===== src/rtl/wgt_resp_pkg.sv =====
// Shared widths, latency, error indices and return-flag type for the weight read responder.
package wgt_resp_pkg;

   localparam int ARRAY_N          = 16;
   localparam int MEM_ADDR_WIDTH_W = 48;
   localparam int SRAM_ADDR_W      = 12;
   localparam int WGT_DATA_W       = 128;
   localparam int SRAM_LATENCY     = 2;
   localparam int FIFO_DEPTH       = 4;
   localparam int CNT_W            = 8;

   localparam int ERR_RANGE = 0;
   localparam int ERR_DROP  = 1;

   typedef struct packed {
      logic valid;
      logic zero_sub;
   } ret_flag_t;

   // Any set bit above the SRAM address field means the row does not exist.
   function automatic logic addr_out_of_range(input logic [MEM_ADDR_WIDTH_W-1:0] addr);
      return |addr[MEM_ADDR_WIDTH_W-1:SRAM_ADDR_W];
   endfunction

endpackage


===== src/rtl/wgt_read_responder_if.sv =====
// Request channel from the address generator plus the row stream to the array weight loader.
interface wgt_read_responder_if;
   import wgt_resp_pkg::*;

   logic                        mem_read_req;
   logic [MEM_ADDR_WIDTH_W-1:0] mem_read_addr;
   logic                        mem_read_ready;
   logic                        wgt_valid;
   logic [WGT_DATA_W-1:0]       wgt_data;
   logic [CNT_W-1:0]            wgt_row_idx;
   logic                        wgt_ready;

   modport master (
      output mem_read_req, mem_read_addr, wgt_ready,
      input  mem_read_ready, wgt_valid, wgt_data, wgt_row_idx
   );

   modport slave (
      input  mem_read_req, mem_read_addr, wgt_ready,
      output mem_read_ready, wgt_valid, wgt_data, wgt_row_idx
   );

endinterface


===== src/rtl/wgt_resp_chk.sv =====
// Invariant checks for the responder's return path.
module wgt_resp_chk (
   input logic clk,
   input logic reset_n,
   input logic push,
   input logic full
);

   // Credits must keep a slot free for every read in flight.
   always @(posedge clk) begin
      if (reset_n) begin
         assert (!(push && full)) else $error("return buffer pushed while full");
      end
   end

endmodule


===== src/rtl/wgt_resp_fifo.sv =====
// Show-ahead return buffer: head entry is visible whenever the buffer is not empty.
module wgt_resp_fifo #(
   parameter int DATA_W = 128,
   parameter int DEPTH  = 4
) (
   input  logic                     clk,
   input  logic                     reset_n,
   input  logic                     push,
   input  logic [DATA_W-1:0]        push_data,
   input  logic                     pop,
   output logic [DATA_W-1:0]        head,
   output logic [$clog2(DEPTH):0]   count,
   output logic                     full,
   output logic                     empty
);
   localparam int PTR_W = $clog2(DEPTH);

   logic [DATA_W-1:0] mem_r [DEPTH];
   logic [PTR_W-1:0]  wr_ptr_r;
   logic [PTR_W-1:0]  rd_ptr_r;
   logic [PTR_W:0]    count_r;
   logic              do_push_s;
   logic              do_pop_s;

   assign full      = (count_r == (PTR_W+1)'(DEPTH));
   assign empty     = (count_r == '0);
   assign count     = count_r;
   assign head      = mem_r[rd_ptr_r];
   assign do_push_s = push & ~full;
   assign do_pop_s  = pop & ~empty;

   // Storage, pointers and occupancy.
   always_ff @(posedge clk or negedge reset_n) begin
      if (!reset_n) begin
         for (int i = 0; i < DEPTH; i++) begin
            mem_r[i] <= '0;
         end
         wr_ptr_r <= '0;
         rd_ptr_r <= '0;
         count_r  <= '0;
      end else begin
         if (do_push_s) begin
            mem_r[wr_ptr_r] <= push_data;
            wr_ptr_r        <= wr_ptr_r + PTR_W'(1);
         end
         if (do_pop_s) begin
            rd_ptr_r <= rd_ptr_r + PTR_W'(1);
         end
         case ({do_push_s, do_pop_s})
            2'b10:   count_r <= count_r + (PTR_W+1)'(1);
            2'b01:   count_r <= count_r - (PTR_W+1)'(1);
            default: count_r <= count_r;
         endcase
      end
   end

endmodule


===== src/rtl/wgt_read_responder.sv =====
// Accepts weight-row read beats, reads the weight SRAM, buffers returned rows and
// streams them to the array with a per-tile row index, tile_done pulse and sticky errors.
module wgt_read_responder
   import wgt_resp_pkg::*;
(
   input  logic                   clk,
   input  logic                   reset_n,
   wgt_read_responder_if.slave    bus,
   output logic                   sram_rd_en,
   output logic [SRAM_ADDR_W-1:0] sram_rd_addr,
   input  logic [WGT_DATA_W-1:0]  sram_rd_data,
   output logic                   tile_done,
   output logic                   busy,
   output logic [1:0]             err,
   input  logic                   err_clr
);
   localparam int PTR_W  = $clog2(FIFO_DEPTH);
   localparam int CRED_W = PTR_W + 2;

   ret_flag_t             pipe_r [SRAM_LATENCY];
   ret_flag_t             exit_s;
   logic [CNT_W-1:0]      row_cnt_r;
   logic                  tile_done_r;
   logic [1:0]            err_r;
   logic [1:0]            err_set_s;
   logic [CRED_W-1:0]     inflight_s;
   logic [CRED_W-1:0]     credit_s;
   logic [PTR_W:0]        count_s;
   logic                  accept_s;
   logic                  range_s;
   logic                  push_s;
   logic                  pop_s;
   logic                  full_s;
   logic                  empty_s;
   logic [WGT_DATA_W-1:0] push_data_s;
   logic [WGT_DATA_W-1:0] head_s;

   // Reads still travelling through the SRAM latency window.
   always_comb begin
      inflight_s = '0;
      for (int i = 0; i < SRAM_LATENCY; i++) begin
         inflight_s = inflight_s + CRED_W'(pipe_r[i].valid);
      end
   end

   // Ready depends only on registered occupancy so it never loops back from mem_read_req.
   assign credit_s           = CRED_W'(count_s) + inflight_s;
   assign bus.mem_read_ready = (credit_s < CRED_W'(FIFO_DEPTH));
   assign accept_s           = bus.mem_read_req & bus.mem_read_ready;
   assign range_s            = addr_out_of_range(bus.mem_read_addr);
   assign sram_rd_en         = accept_s;
   assign sram_rd_addr       = bus.mem_read_addr[SRAM_ADDR_W-1:0];

   assign exit_s      = pipe_r[SRAM_LATENCY-1];
   assign push_s      = exit_s.valid;
   assign push_data_s = exit_s.zero_sub ? {WGT_DATA_W{1'b0}} : sram_rd_data;
   assign pop_s       = bus.wgt_valid & bus.wgt_ready;

   // Error sources observed this cycle.
   always_comb begin
      err_set_s            = 2'b00;
      err_set_s[ERR_RANGE] = accept_s & range_s;
      err_set_s[ERR_DROP]  = bus.mem_read_req & ~bus.mem_read_ready;
   end

   // Return-flag shift tracking each issued read until its data is valid.
   always_ff @(posedge clk or negedge reset_n) begin
      if (!reset_n) begin
         for (int i = 0; i < SRAM_LATENCY; i++) begin
            pipe_r[i] <= '0;
         end
      end else begin
         pipe_r[0] <= '{valid: accept_s, zero_sub: accept_s & range_s};
         for (int i = 1; i < SRAM_LATENCY; i++) begin
            pipe_r[i] <= pipe_r[i-1];
         end
      end
   end

   // Row index within the tile and the end-of-tile pulse.
   always_ff @(posedge clk or negedge reset_n) begin
      if (!reset_n) begin
         row_cnt_r   <= '0;
         tile_done_r <= 1'b0;
      end else begin
         tile_done_r <= 1'b0;
         if (pop_s) begin
            if (row_cnt_r == CNT_W'(ARRAY_N-1)) begin
               row_cnt_r   <= '0;
               tile_done_r <= 1'b1;
            end else begin
               row_cnt_r <= row_cnt_r + CNT_W'(1);
            end
         end
      end
   end

   // Sticky errors; a new event in the clearing cycle survives the clear.
   always_ff @(posedge clk or negedge reset_n) begin
      if (!reset_n) begin
         err_r <= 2'b00;
      end else begin
         err_r <= (err_clr ? 2'b00 : err_r) | err_set_s;
      end
   end

   wgt_resp_fifo #(
      .DATA_W (WGT_DATA_W),
      .DEPTH  (FIFO_DEPTH)
   ) u_fifo (
      .clk       (clk),
      .reset_n   (reset_n),
      .push      (push_s),
      .push_data (push_data_s),
      .pop       (pop_s),
      .head      (head_s),
      .count     (count_s),
      .full      (full_s),
      .empty     (empty_s)
   );

   wgt_resp_chk u_chk (
      .clk     (clk),
      .reset_n (reset_n),
      .push    (push_s),
      .full    (full_s)
   );

   assign bus.wgt_valid   = ~empty_s;
   assign bus.wgt_data    = head_s;
   assign bus.wgt_row_idx = row_cnt_r;
   assign tile_done       = tile_done_r;
   assign err             = err_r;
   assign busy            = ~empty_s | (inflight_s != '0) | (row_cnt_r != '0);

endmodule

===== src/flat_wrapper.sv =====
// flat-port wrapper written by rule: the top's interface ports become plain ports
module wgt_read_responder_flat import wgt_resp_pkg::*;
  (clk, reset_n, sram_rd_en, sram_rd_addr, sram_rd_data, tile_done, busy, err, err_clr, bus_mem_read_req, bus_mem_read_addr, bus_wgt_ready, bus_mem_read_ready, bus_wgt_valid, bus_wgt_data, bus_wgt_row_idx);
  wgt_read_responder_if bus_i ();
  input  logic clk;
  input  logic reset_n;
  output logic sram_rd_en;
  output logic [SRAM_ADDR_W-1:0] sram_rd_addr;
  input  logic [WGT_DATA_W-1:0] sram_rd_data;
  output logic tile_done;
  output logic busy;
  output logic [1:0] err;
  input  logic err_clr;
  input wire logic [$bits(bus_i.mem_read_req)-1:0] bus_mem_read_req;
  input wire logic [$bits(bus_i.mem_read_addr)-1:0] bus_mem_read_addr;
  input wire logic [$bits(bus_i.wgt_ready)-1:0] bus_wgt_ready;
  output wire logic [$bits(bus_i.mem_read_ready)-1:0] bus_mem_read_ready;
  output wire logic [$bits(bus_i.wgt_valid)-1:0] bus_wgt_valid;
  output wire logic [$bits(bus_i.wgt_data)-1:0] bus_wgt_data;
  output wire logic [$bits(bus_i.wgt_row_idx)-1:0] bus_wgt_row_idx;
  assign bus_i.mem_read_req = bus_mem_read_req;
  assign bus_i.mem_read_addr = bus_mem_read_addr;
  assign bus_i.wgt_ready = bus_wgt_ready;
  assign bus_mem_read_ready = bus_i.mem_read_ready;
  assign bus_wgt_valid = bus_i.wgt_valid;
  assign bus_wgt_data = bus_i.wgt_data;
  assign bus_wgt_row_idx = bus_i.wgt_row_idx;
  wgt_read_responder u_core (.clk(clk), .reset_n(reset_n), .bus(bus_i), .sram_rd_en(sram_rd_en), .sram_rd_addr(sram_rd_addr), .sram_rd_data(sram_rd_data), .tile_done(tile_done), .busy(busy), .err(err), .err_clr(err_clr));
endmodule

===== config.mk =====
export PLATFORM = sky130hd
export DESIGN_NAME = wgt_read_responder_flat
export DESIGN_NICKNAME = d
export VERILOG_FILES = /design/src/rtl/wgt_resp_pkg.sv /design/src/rtl/wgt_read_responder_if.sv /design/src/rtl/wgt_resp_chk.sv /design/src/rtl/wgt_resp_fifo.sv /design/src/rtl/wgt_read_responder.sv /design/src/flat_wrapper.sv
export SDC_FILE = /design/constraint.sdc
export NUM_CORES = 1
export LEC_CHECK = 0
export BUFFER_PORTS_ARGS = -buffer_cell sky130_fd_sc_hd__buf_2
export CAP_MARGIN = 20
export CORE_MARGIN = 4
export CORE_UTILIZATION = 35
export DETAILED_ROUTE_END_ITERATION = 12
export GPL_ROUTABILITY_DRIVEN = 0
export PLACE_DENSITY = 0.6
export SYNTH_ARGS = -nofsm -noshare
export SYNTH_HDL_FRONTEND = slang
export SYNTH_SLANG_ARGS = --single-unit

===== constraint.sdc =====
create_clock -name clk -period 2.5 [get_ports clk]
set_input_delay 0.125 -clock clk [delete_from_list [all_inputs] [get_ports clk]]
set_output_delay 0.125 -clock clk [all_outputs]
set_load 0.02 [all_outputs]

==> impl_metrics.csv, run 1 <==
group,metric,value,unit
detailed_routing,first_iter_violations,487,
detailed_routing,vias_per_cell,4.95,
finish,multi_input_area,0.0100,sq mm
grt,grt_usage,15.6,%
logic_synthesis,ys_types,32,
sta,max_slew_margin,63.1,%
clock_network,clk_latency,600,ps
finish,final-seq-area,0.0134,sq mm
grt,antenna_found_initial,3,
pwr,power,43.3,mW
sta,final.setup.tns,0,ps
grt,grt_pass1_vias,16000,
detailed_routing,dr_wl_met2,28900,microns
detailed_routing,wl_met1,25000,microns
logic_synthesis,syn-instance-count,1501,
pwr,power.density,1480,mW/mm^2
place,placed_cells,2706,
sta,fmax,414,MHz
detailed_routing,remaining_drc_errors,0,
floorplan,io_pins,336,
setup_path,cp.required,2380,ps
clock_network,cts_tree,"yes",
setup_path,crit_fanout,3,
sta,layout_setup_ws,87.0,ps
grt,grt_pass1_wl,92300,microns
sta,min_period_over_period,96.5,%
sta,rsz0062_at_grt,"no",
run_status,status,"completed",
place,post-place-ws,398,ps
logic_synthesis,yosys.area.top_type,"dfrtp_1",
clock_network,cts-htree-levels,2,
place,port_buffers,311,
detailed_routing,route.top_layer_used,"met5",
floorplan,dieWidth,271,microns
pwr,ir_worst_vdd,0.000830,V
grt,grt_max_degree,81,
setup_path,cp.arrival,2290,ps
pwr,p_leak,12.9,nW
worst_hold_path,hp-class,"primary input to register",
grt,gr-total-overflow,0,
detailed_routing,vias,14000,
floorplan,die_y,271,microns
finish,area_growth_syn_to_layout,20.7,%
detailed_routing,route.met3.wl,2570,microns
clock_network,clock_sinks,534,
logic_synthesis,synth_seq_cells,534,
logic_synthesis,yosysTopAreaCellShare,55.0,%
finish,drive_above_1_share,60.0,%
clock_network,numCtsBuffers,58,
sta,finClkSkew,24.3,ps
setup_path,cp-end-kind,"primary output",
setup_path,crit_path_start_kind,"register",
clock_network,cts.clk_slew.worst_paths,60,ps
clock_network,clk_path_buf_depth,3,
floorplan,start_util,35.4,%
run,drv_cap,0,
logic_synthesis,yosysSeqAreaShare,55.0,%
logic_synthesis,synthTopCellsByArea,"dfrtp_1 (55%), mux2_2 (24%), mux4_2 (12%), nor2b_1 (3.3%), buf_6 (2.4%)",
logic_synthesis,avgSynthCellArea,16.2,sq um
sta,worstMarginPinSlew,553,ps
place,hpwl,37900,microns
logic_synthesis,syn_nets,1693,
floorplan,rows,96,
sta,setup_viol,0,
finish,fin_cells,2831,
finish,final_nets,2043,
finish,fillCellCount,6305,
detailed_routing,ant_nets,0,
clock_network,root_buffer,"clkbuf_16",
sta,final_max_slew_viol_count,0,
sta,finalCriticalPeriod,2410,ps
detailed_routing,routed_wl,57600,microns
detailed_routing,first_pass_iters,6,
floorplan,core,0.0687,sq mm
logic_synthesis,synth_area,0.0243,sq mm
sta,hold_viol,0,
setup_path,worst-setup-path-type,"register to primary output",
logic_synthesis,yosysWarnings,0,
floorplan,die_area,0.0737,sq mm
detailed_routing,wl_per_cell,20.3,microns
-- path summary, 6_finish.rpt --
path | startpoint | endpoint | slack (ps) | depth (start not counted)
worst max-delay path | u_core.pipe_r[3] | sram_rd_en | 90 | 6
worst min-delay path | sram_rd_data[109] | u_core.u_fifo.mem_r[109] | 40 | 3
worst max register to register | u_core.pipe_r[3] | u_core.err[0] | 110 | 8
worst min register to register | u_core.pipe_r[2] | u_core.exit_s[0] | 360 | 0
max in group asynchronous | reset_n | u_core.u_fifo.mem_r[509] | 1390 | 4
min in group asynchronous | reset_n | u_core.u_fifo.wr_ptr_r[0] | 80 | 2
-- stage by stage --
stage               utilization [%]  hold WS (ps)  cell area, sq um
global placement               39.5           107             27100
finish                         42.7          42.1             29300
floorplan                         -          -171             24300
detailed placement             39.5           110             27100
CTS                            42.7          2.98             29300
global route                   42.7          44.1             29300
-- metal layers --
metal / GRT usage [%] / vias to the layer above
li1: - / 6179
met1: 20.6 / 7483
met2: 27.0 / 271
met3: 3.10 / 86
met4: 3.19 / 2
met5: 0 / -
-- synthesized netlist by cell type --
| cell type | n |
|---|---|
| o31a_1 | 2 |
| nand4_1 | 2 |
| o2bb2ai_1 | 1 |
| buf_1 | 4 |
| clkbuf_1 | 26 |
| nor3_1 | 1 |
| buf_6 | 52 |
| a31oi_4 | 1 |
| xnor2_1 | 5 |
| a21o_1 | 2 |
| ha_1 | 10 |
| mux4_2 | 128 |
| nand2_1 | 10 |
| dfrtp_1 | 534 |
| and3_1 | 3 |
| buf_2 | 14 |
| buf_4 | 16 |
| a311oi_1 | 1 |
| and2_1 | 1 |
| a21oi_1 | 1 |
| fa_1 | 1 |
| or3_1 | 2 |
| mux2_2 | 512 |
| nand3_1 | 3 |
| xor2_1 | 6 |
| nor2b_1 | 128 |
| nor2_1 | 7 |
| inv_1 | 13 |
| o21ai_0 | 3 |
| nor4_1 | 10 |
| and4_1 | 1 |
| mux2i_1 | 1 |
-- state kept, by name, summed over array words and instances, names as in the netlist --
name / flops
u_core.pipe_r: 2
u_core.tile_done: 1
u_core.u_fifo.rd_ptr_r: 2
u_core.u_fifo.wr_ptr_r: 2
u_core.exit_s: 1
u_core.u_fifo.count: 3
u_core.err: 2
u_core.bus.wgt_row_idx: 8
u_core.push_s: 1
u_core.u_fifo.mem_r: 512
-- layout make-up --
class                      count  area share (%)
antenna                        3          0.0256
clock buffer                  83            5.99
clock inverter                23           0.806
inverter                      13           0.166
multi-input combinational    842            34.2
sequential                   534            45.6
tap                          931            3.97
timing repair buffer         402            9.24
-- critical path, cell delays in order, from the launching register on --
cell and delay [ps]:
dfrtp_1 390, ha_1 190, ha_1 280, a311oi_2 320
buf_4 170, and2_1 180, buf_4 160
-- logic make-up (layout without fill, tap and decap cells) --
family	Yosys count	count (layout)	synth area share, %
adders and majority gates	11	11	0.597
AOI/OAI and AO/OA	11	11	0.376
muxes	641	641	35.6
and+or+nand+nor	168	168	4.14
buffers and inverters	125	521	3.86
other	0	3	0
DFF	534	534	55.0
xor gates and xnor gates	11	11	0.397
-- report_power, final --
group | switching [mW] | internal (mW) | total (mW)
clock network | 3.47 | 5.27 | 8.74
logic | 9.45 | 9.87 | 19.3
registers | 2.16 | 13.1 | 15.2
-- timing repair --
| item | in CTS | in global routing |
|---|---|---|
| buffers inserted | 3 | 0 |
| gates resized for setup | 1 | 1 |
| hold buffers | 13 | 0 |
| setup endpoints to repair | 107 | 1 |
| endpoints found under the hold margin | 388 | 0 |
-- placed cells by master (no fill, tap or decap), types with 2 or more instances in the layout --
cell type      instances
dfrtp_1              531
mux2_2               512
buf_2                309
mux4_2               128
nor2b_1              128
clkbuf_16             59
buf_4                 45
buf_12                34
clkbuf_8              19
inv_1                 13
dlygate4sd3_1         13
clkinv_2              12
nor4_1                10
ha_1                  10
nor2_1                 7
nand2_1                6
xor2_1                 6
xnor2_1                5
clkbuf_1               5
nand2_4                4
bufinv_16              4
clkinvlp_4             4
diode_2                3
nand3_1                3
o21ai_0                3
and3_1                 3
dfrtp_4                3
or3_1                  2
nand4_1                2
o31a_1                 2
a21o_1                 2
clkinv_4               2
No activity file was read; power rests on OpenSTA's default activity.
==> run 2: changes to the inputs <==
--- a/config.mk
+++ b/config.mk
@@ -7,7 +7,6 @@
 export LEC_CHECK = 0
 export BUFFER_PORTS_ARGS = -buffer_cell sky130_fd_sc_hd__buf_2
 export CAP_MARGIN = 20
-export CORE_MARGIN = 4
 export CORE_UTILIZATION = 35
 export DETAILED_ROUTE_END_ITERATION = 12
 export GPL_ROUTABILITY_DRIVEN = 0
==> run 2 against run 1 <==
  * Maximum frequency rose by 0.48%
  * Register-to-register slack better by 90 ps
  * Cell count increased by 0.14%
  * Sequential cell count unchanged
  * Sequential power is essentially flat
  * Non-clock buffer count increased by 2
  * Combinational power about the same
  * Largest cell class unchanged
  * Largest power group unchanged
  * Global-route usage increased by 0.52 points
  * Clock skew shrank 8.4 ps
==> impl_metrics.csv, run 2 (same netlist as run 1, synthesis figures left out) <==
group,metric,value,unit
pwr,power.share.switching,34.8,%
setup_path,cp-end-kind,"primary output",
finish,fin_cells,2835,
grt,grt_use_met1,20.8,%
clock_network,cts.clk_slew.worst_paths,60,ps
floorplan,start_util,35.4,%
finish,diodes,0,
setup_path,cp.required,2380,ps
finish,final_common_cell,"dfrtp_1",
pwr,seq_power_share,35.3,%
sta,fmax,416,MHz
grt,grt_max_degree,79,
grt,grt_pass1_wl,89600,microns
sta,final_max_slew_viol_count,0,
floorplan,die_area,0.0705,sq mm
grt,busiest_layer,"met2",
pwr,p_sw,15.1,mW
floorplan,dieWidth,265,microns
detailed_routing,routed_wl,56300,microns
place,port_buffers,311,
finish,most-common-layout-cells,"dfrtp_1 (531), mux2_2 (512), buf_2 (310)",
setup_path,rr_startpoint,"u_core.pipe_r[3]",
detailed_routing,ant_nets,0,
run,drv_cap,0,
detailed_routing,wl_per_cell,19.9,microns
run_status,status,"completed",
setup_path,cp.arrival,2280,ps
floorplan,rows,96,
grt,antenna_found_initial,6,
detailed_routing,remaining_drc_errors,0,
pwr,clkPwrFrac,21.0,%
finish,regMostFlops,"u_core.u_fifo.mem_r",
clock_network,cts_tree,"yes",
grt,use_met3,4.12,%
clock_network,cts-htree-levels,2,
sta,worstMarginPinSlew,766,ps
sta,min_period_over_period,96.1,%
finish,final-seq-area,0.0134,sq mm
finish,drive_above_1_share,59.1,%
place,hpwl,36500,microns
finish,largest_reg_flops,512,
worst_hold_path,min_from,"sram_rd_data[88]",
sta,finalCriticalPeriod,2400,ps
pwr,power.density,1480,mW/mm^2
clock_network,clock_sinks,534,
pwr,p_leak,12.9,nW
pwr,comb_power_share,43.7,%
setup_path,worst-setup-path-type,"register to primary output",
detailed_routing,first_iter_violations,540,
finish,final_nets,2047,
pwr,ir_worst_vdd,0.000861,V
sta,hold_viol,0,
grt,grtUsageMet2,27.0,%
sta,finClkSkew,15.9,ps
grt,gr-total-overflow,0,
place,place_area,0.0271,sq mm
finish,multi_input_area,0.0100,sq mm
place,post-place-ws,426,ps
sta,hold_ws,34.8,ps
floorplan,die_y,265,microns
finish,area_growth_syn_to_layout,21.1,%
finish,finalInstanceArea,0.0294,sq mm
pwr,power,43.5,mW
clock_network,root_buffer,"clkbuf_16",
floorplan,io_pins,336,
setup_path,crit_fanout,15,
detailed_routing,vias_per_cell,4.96,
worst_hold_path,hp-class,"primary input to register",
grt,grt_usage,16.1,%
clock_network,clk_latency,610,ps
finish,fillCellCount,6185,
detailed_routing,vias,14100,
sta,setup_viol,0,
grt,grt_pass1_vias,15600,
setup_path,reg2reg_slack,200,ps
clock_network,numCtsBuffers,60,
setup_path,crit_path_start_kind,"register",
clock_network,clk_path_buf_depth,3,
pwr,p_int,28.4,mW
setup_path,critPathLaunch,"u_core.u_fifo.rd_ptr_r[0]",
sta,max_slew_margin,48.9,%
sta,rsz0062_at_grt,"yes",
place,placed_cells,2696,
detailed_routing,first_pass_iters,4,
floorplan,core,0.0686,sq mm
sta,layout_setup_ws,98.5,ps
[run 2: critical path: stages, from the launching register on]
cell     delay, ps
dfrtp_4        510
buf_12         200
buf_12         200
mux4_2         560
buf_2          180
[run 2: power groups by stage]
stage | clock network (mW) | logic [mW] | registers, mW
2_1_floorplan | 0 | 14.0 | 14.6
3_3_place_gp | 0 | 18.8 | 15.2
3_5_place_dp | 0 | 19.2 | 15.5
4_1_cts | 9.43 | 19.4 | 15.3
5_1_grt | 9.74 | 20.4 | 15.9
6_report | 9.13 | 19.0 | 15.4
[run 2: area by class of cell]
| class | instances | area share [%] |
|---|---|---|
| Clock buffer | 84 | 5.79 |
| Timing Repair Buffer | 404 | 9.27 |
| Tap cell | 931 | 3.96 |
| Sequential cell | 534 | 45.5 |
| Multi-Input combinational cell | 842 | 34.1 |
| Clock inverter | 27 | 1.22 |
| Inverter | 13 | 0.166 |
[run 2: worst paths after layout]
kind                                             to  cells after the start
max in group asynchronous   u_core.u_fifo.mem_r[90]                      4
max                                bus_wgt_data[76]                      4
max reg2reg                           u_core.err[0]                      8
min reg2reg                        u_core.exit_s[0]                      0
min in group asynchronous  u_core.u_fifo.mem_r[154]                      2
min                        u_core.u_fifo.mem_r[216]                      3
[run 2: routing by layer]
layer / part of all wire (%) / up-vias
met5: 0.11 / -
met4: 2.4 / 12
met3: 5.4 / 103
met2: 49 / 262
met1: 43 / 7477
li1: - / 6201
[run 2: stage by stage]
step	TNS (ps)	utilization, %
after floorplan	0	-
after global placement	0	39.5
after detailed placement	0	39.5
after CTS	0	42.9
after global routing	-10.5	42.9
final	0	42.9
[run 2: repair_timing]
item                       CTS  global route
hold endpoints to repair   121             0
buffers inserted             3             0
setup endpoints to repair  110             4
gates resized for setup      1             1
hold buffers                25             0
==> run 3: changes to the inputs <==
--- a/config.mk
+++ b/config.mk
@@ -10,7 +10,8 @@
 export CORE_UTILIZATION = 35
 export DETAILED_ROUTE_END_ITERATION = 12
 export GPL_ROUTABILITY_DRIVEN = 0
-export PLACE_DENSITY = 0.6
+export PLACE_DENSITY = 0.5
+export RECOVER_POWER = 50
 export SYNTH_ARGS = -nofsm -noshare
 export SYNTH_HDL_FRONTEND = slang
 export SYNTH_SLANG_ARGS = --single-unit
==> run 3 against run 2 <==
  * The flow now finishes with violations (capacitance limit, slew limit)
  * Sequential share of layout area about the same
  * Total power down 0.82%
  * First-iteration DRC count down 5.9%
  * Utilization about the same
  * Critical path depth unchanged
  * Non-clock buffer count up 12
  * Sequential cell count unchanged
  * Routed wire length up 5.0%
==> impl_metrics.csv, run 3 (same netlist as run 1, synthesis figures left out) <==
group,metric,value,unit
place,place_area,0.0270,sq mm
sta,hold_ws,30.6,ps
floorplan,core,0.0686,sq mm
setup_path,worst-setup-path-type,"register to primary output",
finish,final_nets,2059,
pwr,p_sw,15.2,mW
detailed_routing,first_pass_iters,4,
place,hpwl,37600,microns
detailed_routing,ant_nets,0,
floorplan,dieWidth,265,microns
sta,max_slew_margin,-28.7,%
setup_path,crit_chain,"buf_12, buf_16, mux4_2, buf_2",
setup_path,cp-end-kind,"primary output",
finish,regMostFlops,"u_core.u_fifo.mem_r",
sta,finalCriticalPeriod,2390,ps
clock_network,numCtsBuffers,60,
detailed_routing,vias,14100,
place,port_buffers,311,
sta,final_max_slew_viol_count,63,
finish,most-common-layout-cells,"dfrtp_1 (531), mux2_2 (512), buf_2 (299)",
pwr,clkPwrFrac,20.3,%
clock_network,root_buffer,"clkbuf_16",
clock_network,clk_latency,630,ps
detailed_routing,remaining_drc_errors,0,
clock_network,cts_tree,"yes",
floorplan,rows,96,
run_status,status,"complete, but fails checks",
finish,largest_reg_flops,512,
grt,grt_pass1_wl,93100,microns
sta,hold_viol,0,
finish,multi_input_area,0.0100,sq mm
floorplan,die_area,0.0705,sq mm
detailed_routing,vias_per_cell,4.95,
setup_path,slowest_stage,"mux4_2",
setup_path,crit_path_max_incr_delay,590,ps
finish,drive_above_1_share,57.4,%
finish,final_common_cell,"dfrtp_1",
grt,grt_max_degree,71,
sta,fmax,418,MHz
sta,finClkSkew,15.4,ps
grt,grt_usage,17.0,%
grt,gr-total-overflow,0,
finish,final-seq-area,0.0134,sq mm
pwr,power.density,1470,mW/mm^2
setup_path,crit_path_start_kind,"register",
pwr,p_int,28.0,mW
pwr,power.share.switching,35.2,%
setup_path,cp.arrival,2270,ps
detailed_routing,routed_wl,59200,microns
clock_network,cts-htree-levels,2,
finish,finalInstanceArea,0.0294,sq mm
finish,fillCellCount,6337,
pwr,ir_worst_vdd,0.000751,V
finish,area_growth_syn_to_layout,21.0,%
setup_path,crit_fanout,34,
floorplan,die_y,265,microns
floorplan,io_pins,336,
clock_network,clock_sinks,534,
detailed_routing,first_iter_violations,508,
sta,setup_viol,0,
sta,rsz0062_at_grt,"no",
pwr,p_leak,12.9,nW
grt,antenna_found_initial,6,
setup_path,cp.required,2380,ps
run_status,violations,"capacitance limit, slew limit",
floorplan,start_util,35.4,%
pwr,seq_power_share,35.5,%
clock_network,cts.clk_slew.worst_paths,60,ps
sta,worstMarginPinSlew,1930,ps
grt,grt_pass1_vias,15700,
run,drv_cap,1,
sta,min_period_over_period,95.8,%
detailed_routing,wl_per_cell,20.8,microns
worst_hold_path,hp-class,"primary input to register",
clock_network,clk_path_buf_depth,3,
sta,final.setup.tns,0,ps
pwr,comb_power_share,44.2,%
==> run 3: power groups by stage <==
stage                     registers (mW)  clock network (mW)  logic [mW]
final                               15.3                8.76        19.1
after global placement              15.4                   0        18.9
after floorplan                     14.6                   0        14.0
after global routing                15.9                9.43        20.5
after CTS                           15.3                9.11        19.6
after detailed placement            15.5                   0        19.2
==> run 3: repair_timing <==
| item | 4_1_cts | 5_1_grt |
|---|---|---|
| endpoints found under the setup margin | 97 | 1 |
| hold endpoints to repair | 469 | 0 |
| hold buffers | 47 | 0 |
| resized for setup | 4 | 1 |
| buffers inserted | 5 | 0 |
| pin swaps | 0 | 0 |
==> run 3: final cells by class <==
| cell class | instances | share of cell area [%] |
|---|---|---|
| multi-input combinational | 842 | 34.1 |
| clock inverter | 18 | 0.677 |
| inverter | 13 | 0.166 |
| clock buffer | 89 | 6.02 |
| tap | 931 | 3.96 |
| timing repair buffer | 416 | 9.57 |
| antenna | 2 | 0.0170 |
| sequential | 534 | 45.5 |
==> run 3: per-stage QoR <==
| stage | std cells | power (mW) | utilization, % | setup slack [ps] |
|---|---|---|---|---|
| floorplan | 1501 | 28.5 | - | 275 |
| global placement | 2684 | 34.2 | 39.3 | 408 |
| detailed placement | 2684 | 34.7 | 39.3 | 367 |
| CTS | 2843 | 44.0 | 43.0 | 9.95 |
| global route | 2844 | 45.8 | 42.8 | 2.17 |
| finish | 2845 | 43.2 | 42.9 | 105 |
==> run 3: worst paths after layout <==
path	endpoint	cells past startpoint	from	slack, ps
min	u_core.u_fifo.mem_r[284]	3	sram_rd_data[28]	30
min reg2reg	u_core.exit_s[0]	0	u_core.pipe_r[2]	360
min in group asynchronous	u_core.u_fifo.mem_r[280]	2	reset_n	600
max	bus_wgt_data[95]	4	u_core.u_fifo.rd_ptr_r[0]	110
max in group asynchronous	u_core.u_fifo.mem_r[222]	3	reset_n	410
max reg2reg	u_core.err[0]	8	u_core.push_s	180
==> run 3: worst max-delay path, delay by kind of cell, from the launching register on <==
kind / cells / cell delay, ps
multiplexers: 1 / 590
buffers and inverters: 3 / 580
flip-flops: 1 / 450
==> run 3: per-layer routing <==
metal	wire (microns)	GRT usage (%)	up-vias
met3	3140	4.10	79
met1	25400	21.7	7501
met5	43	0	-
li1	-	-	6234
met4	1050	4.08	6
met2	29500	29.2	254
